File: config.mk
export PLATFORM = sky130hd
export DESIGN_NAME = restoring_divider
export DESIGN_NICKNAME = d
export VERILOG_FILES = /design/src/rtl/restoring_divider.sv
export SDC_FILE = /design/constraint.sdc
export NUM_CORES = 1
export LEC_CHECK = 0
export ABC_AREA = 1
export BUFFER_PORTS_ARGS = -buffer_cell sky130_fd_sc_hd__buf_2
export CELL_PAD_IN_SITES_DETAIL_PLACEMENT = 0
export CELL_PAD_IN_SITES_GLOBAL_PLACEMENT = 1
export CORE_MARGIN = 2
export CORE_UTILIZATION = 42
export DETAILED_ROUTE_END_ITERATION = 6
export PLACE_DENSITY = 0.79
export RECOVER_POWER = 25
export SLEW_MARGIN = 20
export SYNTH_ARGS = -nofsm -noshare
export SYNTH_HDL_FRONTEND = slang
export SYNTH_SLANG_ARGS = --single-unit
File: constraint.sdc
create_clock -name clk -period 2.1 [get_ports clk]
set_input_delay 0.42 -clock clk [delete_from_list [all_inputs] [get_ports clk]]
set_output_delay 0.42 -clock clk [all_outputs]
set_load 0.02 [all_outputs]
File: src/rtl/restoring_divider.sv
// Sequential unsigned restoring divider: one quotient bit per clock via trial subtraction
// of the divisor from a left-shifting partial remainder, with a start/busy/done handshake.
module restoring_divider #(
    parameter int unsigned WIDTH = 8
) (
    input  logic             clk,
    input  logic             rst_n,
    input  logic             start,
    input  logic [WIDTH-1:0] dividend,
    input  logic [WIDTH-1:0] divisor,
    output logic             busy,
    output logic             done,
    output logic [WIDTH-1:0] quotient,
    output logic [WIDTH-1:0] remainder,
    output logic             div_by_zero
);

    localparam int unsigned CntW = $clog2(WIDTH + 1);

    typedef enum logic [1:0] {StIdle, StRun, StDone} state_e;

    state_e            state_q, state_d;
    logic [CntW-1:0]   cnt_q, cnt_d;
    logic [WIDTH-1:0]  dvsr_q, dvsr_d;
    // The partial remainder is always < divisor between steps, so its top bit is
    // only needed transiently inside the trial subtraction.
    logic [WIDTH-1:0]  p_q, p_d;
    logic [WIDTH-1:0]  q_q, q_d;
    logic [WIDTH-1:0]  quot_q, quot_d;
    logic [WIDTH-1:0]  rem_q, rem_d;
    logic              dbz_q, dbz_d;
    logic [WIDTH:0]    shifted;
    logic [WIDTH:0]    trial;

    always_comb begin
        state_d = state_q;
        cnt_d   = cnt_q;
        dvsr_d  = dvsr_q;
        p_d     = p_q;
        q_d     = q_q;
        quot_d  = quot_q;
        rem_d   = rem_q;
        dbz_d   = dbz_q;
        shifted = '0;
        trial   = '0;

        unique case (state_q)
            StIdle: begin
                if (start) begin
                    if (divisor == '0) begin
                        state_d = StDone;
                        quot_d  = '1;
                        rem_d   = dividend;
                        dbz_d   = 1'b1;
                    end else begin
                        state_d = StRun;
                        dvsr_d  = divisor;
                        p_d     = '0;
                        q_d     = dividend;
                        cnt_d   = CntW'(WIDTH);
                        dbz_d   = 1'b0;
                    end
                end
            end
            StRun: begin
                shifted = {1'b0, p_q[WIDTH-2:0], q_q[WIDTH-1]};
                shifted[WIDTH] = p_q[WIDTH-1];
                trial   = shifted - {1'b0, dvsr_q};
                if (!trial[WIDTH]) begin
                    p_d = trial[WIDTH-1:0];
                    q_d = {q_q[WIDTH-2:0], 1'b1};
                end else begin
                    p_d = shifted[WIDTH-1:0];
                    q_d = {q_q[WIDTH-2:0], 1'b0};
                end
                cnt_d = cnt_q - CntW'(1);
                if (cnt_q == CntW'(1)) begin
                    state_d = StDone;
                    quot_d  = q_d;
                    rem_d   = p_d;
                end
            end
            StDone: begin
                state_d = StIdle;
            end
            default: begin
                state_d = StIdle;
            end
        endcase
    end

    always_ff @(posedge clk or negedge rst_n) begin
        if (!rst_n) begin
            state_q <= StIdle;
            cnt_q   <= '0;
            dvsr_q  <= '0;
            p_q     <= '0;
            q_q     <= '0;
            quot_q  <= '0;
            rem_q   <= '0;
            dbz_q   <= 1'b0;
        end else begin
            state_q <= state_d;
            cnt_q   <= cnt_d;
            dvsr_q  <= dvsr_d;
            p_q     <= p_d;
            q_q     <= q_d;
            quot_q  <= quot_d;
            rem_q   <= rem_d;
            dbz_q   <= dbz_d;
        end
    end

    assign busy        = (state_q == StRun);
    assign done        = (state_q == StDone);
    assign quotient    = quot_q;
    assign remainder   = rem_q;
    assign div_by_zero = dbz_q;

endmodule

==> results.sh <==
export IMPL_cts_buffers=5
export IMPL_fin_crit_sh_pct=91.1
export IMPL_vias_per_cell=4.75
export IMPL_critPathArrivalTime_ns=2.12
export IMPL_yosysUniqueCellTypes=30
export IMPL_syn_inst=337
export IMPL_syn_num_nets=367
export IMPL_post_cts_setup_buffers=0
export IMPL_clk_path_buf_depth=2
export IMPL_drt_wl_total_um=5550
export IMPL_start_util_pct=44.0
export IMPL_gp_congestion=0.813
export IMPL_clockRootBuffer="clkbuf_8"
export IMPL_grt_pass1_wl_um=10000
export IMPL_crit_type="flip-flop to flip-flop"
export IMPL_power_density_mw_per_mm2=1740
export IMPL_holdCritPathClass="input pin to flip-flop"
export IMPL_nets=408
export IMPL_postLayoutCoreUtil_pct=50.5
export IMPL_dieArea_mm2=0.00696
export IMPL_rsz0062_at_grt="no"
export IMPL_io_pin_count=38
export IMPL_seqCellArea_mm2=0.00118
export IMPL_grt_start_max_net_pins=24
export IMPL_ys_warn_count=0
export IMPL_dpl_instance_area_mm2=0.00290
export IMPL_slew_violations=0
export IMPL_area_delta_synth_final_pct=14.9
export IMPL_clock_skew_ns=0.0110
export IMPL_multi_input_area_mm2=0.00121
export IMPL_ant_nets=0
export IMPL_drv_cap=0
export IMPL_slew_headroom_pct=16.4
export IMPL_drc_errors=0
export IMPL_hold_worst_slack_ns=0.345
export IMPL_coreArea_mm2=0.00603
export IMPL_worst_pin_slew_ns=1.25
export IMPL_cp_max_fo=9
export IMPL_post_route_min_period_ns=1.91
export IMPL_drive_above_1_share_pct=20.6
export IMPL_row_count=28
export IMPL_dp_final_hpwl_um=4290
export IMPL_p_leak_nw=1.61
export IMPL_clock_latency_ns=0.30
export IMPL_crit_required_ns=2.31
export IMPL_ir_drop_mv=0.952
export IMPL_antenna_cells=0
export IMPL_synth_flop_cell="dfrtp_1"
export IMPL_final_hold_violation_count=0
export IMPL_cp_end_kind="flip-flop"
export IMPL_layout_commonest_cell="nand2_1"
export IMPL_syn_area_per_cell_um2=7.86
export IMPL_mostFrequentLayoutCells="70 x nand2_1, 55 x inv_1, 47 x dfrtp_1"
export IMPL_vias=2157
export IMPL_cts_sinks=47
export IMPL_cts_tree="yes"
export IMPL_track_usage_pct=17.7
export IMPL_clk_pin_slew_ns=0.09
export IMPL_overflow=0
export IMPL_die_height_um=83.4
export IMPL_setup_tns_ns=0
export IMPL_status="finished clean"
export IMPL_grt_pass1_vias=2194
export IMPL_rrSetupSlack_ns=0.19
export IMPL_synth_area_mm2=0.00265
export IMPL_ys_seq_area_share_pct=44.4
export IMPL_drt_iter0_drc=134
export IMPL_cts_max_level=2
export IMPL_ys_ff_latch=47
export IMPL_hold_depth=3
export IMPL_synth_edff_count=0
export IMPL_cp_start_kind="flip-flop"
export IMPL_wl_per_cell_um=12.2
export IMPL_fillerInstances=610
export IMPL_finalSetupViolations=0
export IMPL_numPortBuffers=37
export IMPL_async_flop_share_pct=100
export IMPL_antenna_found_initial=0
export IMPL_rr_worst_depth=14
export IMPL_finalInstanceArea_mm2=0.00304
export IMPL_dr_pass1_iters=4
export IMPL_die_width_um=83.4
export IMPL_max_freq_mhz=523
flip-flops by register name, summed over array words and instances, names as in the netlist:
name / cells
p_q: 8
q_q: 8
remainder: 8
cnt_q: 4
quotient: 8
div_by_zero: 1
dvsr_q: 8
state_q: 2
worst paths after layout:
kind                            start            to
min in group asynchronous       rst_n   quotient[3]
hold reg to reg             dvsr_q[0]     dvsr_q[0]
setup / recovery               q_q[7]  remainder[2]
setup reg to reg               q_q[7]  remainder[2]
max in group asynchronous       rst_n        p_q[0]
hold / removal             divisor[7]     dvsr_q[7]
power by group:
part	switching (mW)	internal (mW)	total (mW)
combinational	1.96	1.06	3.01
sequential	0.247	1.34	1.59
clock	0.315	0.392	0.707
total	2.52	2.79	5.31
critical path: stages, from the launching register on:
cell and delay, ns:
dfrtp_1 0.39, inv_1 0.08, ha_1 0.13, inv_1 0.07
fa_2 0.35, nand2_1 0.08, nand2_2 0.07, nand3_2 0.10
nand2_2 0.08, nand2_2 0.08, nand2_4 0.09, nand3_1 0.10
nand3_1 0.10, nand2_1 0.07, inv_1 0.03
Yosys cell counts (3+ instances only):
library cell  count  share of area (%)
ha_1             10                4.7
inv_1            55                7.8
nand2_1          70                9.9
buf_2             4               0.76
nor2_2            5                1.2
nand2_2           8                1.9
a211oi_1          7                2.0
nand2_4           3                1.3
or2_0             8                1.9
o21ai_0          11                2.1
nand3_1          39                7.4
dfrtp_1          47                 44
a21oi_1          17                3.2
nor2_1           32                4.5
area by class of cell:
type	instances	area share (%)
multi-input combinational	224	39.8
sequential	47	38.6
inverter	58	7.32
timing repair buffer	42	7.15
tap	75	3.08
clock buffer	6	2.71
clock inverter	2	1.27
kinds of logic (layout without fill, tap and decap cells):
| kind of cell | Yosys count | after routing | synth area share [%] |
|---|---|---|---|
| DFF | 47 | 47 | 44.4 |
| and+or+nand+nor | 171 | 171 | 29.6 |
| adders and majority gates | 11 | 11 | 5.48 |
| AOI/OAI and AO/OA | 39 | 39 | 8.69 |
| buffers and inverters | 66 | 108 | 10.9 |
| xor gates and xnor gates | 3 | 3 | 0.992 |
metrics by stage:
stage / std cells / setup slack [ns] / power (mW)
detailed placement: 446 / 0.126 / 4.61
floorplan: 337 / 0.309 / 3.94
finish: 454 / 0.186 / 5.31
global route: 454 / 0.00173 / 5.89
global placement: 446 / 0.149 / 4.58
CTS: 454 / 0.116 / 5.34
per-layer routing:
layer	vias up	track usage, %	wire length (µm)
li1	1147	-	-
met1	971	23.4	2720
met2	29	30.6	2610
met3	10	2.98	151
met4	0	3.96	65
met5	-	0	0
repair_timing:
item | in CTS | in global routing
hold buffers | 0 | 0
resized for setup | 0 | 6
endpoints found under the setup margin | 0 | 8
No activity file was read; power rests on OpenSTA's default activity.
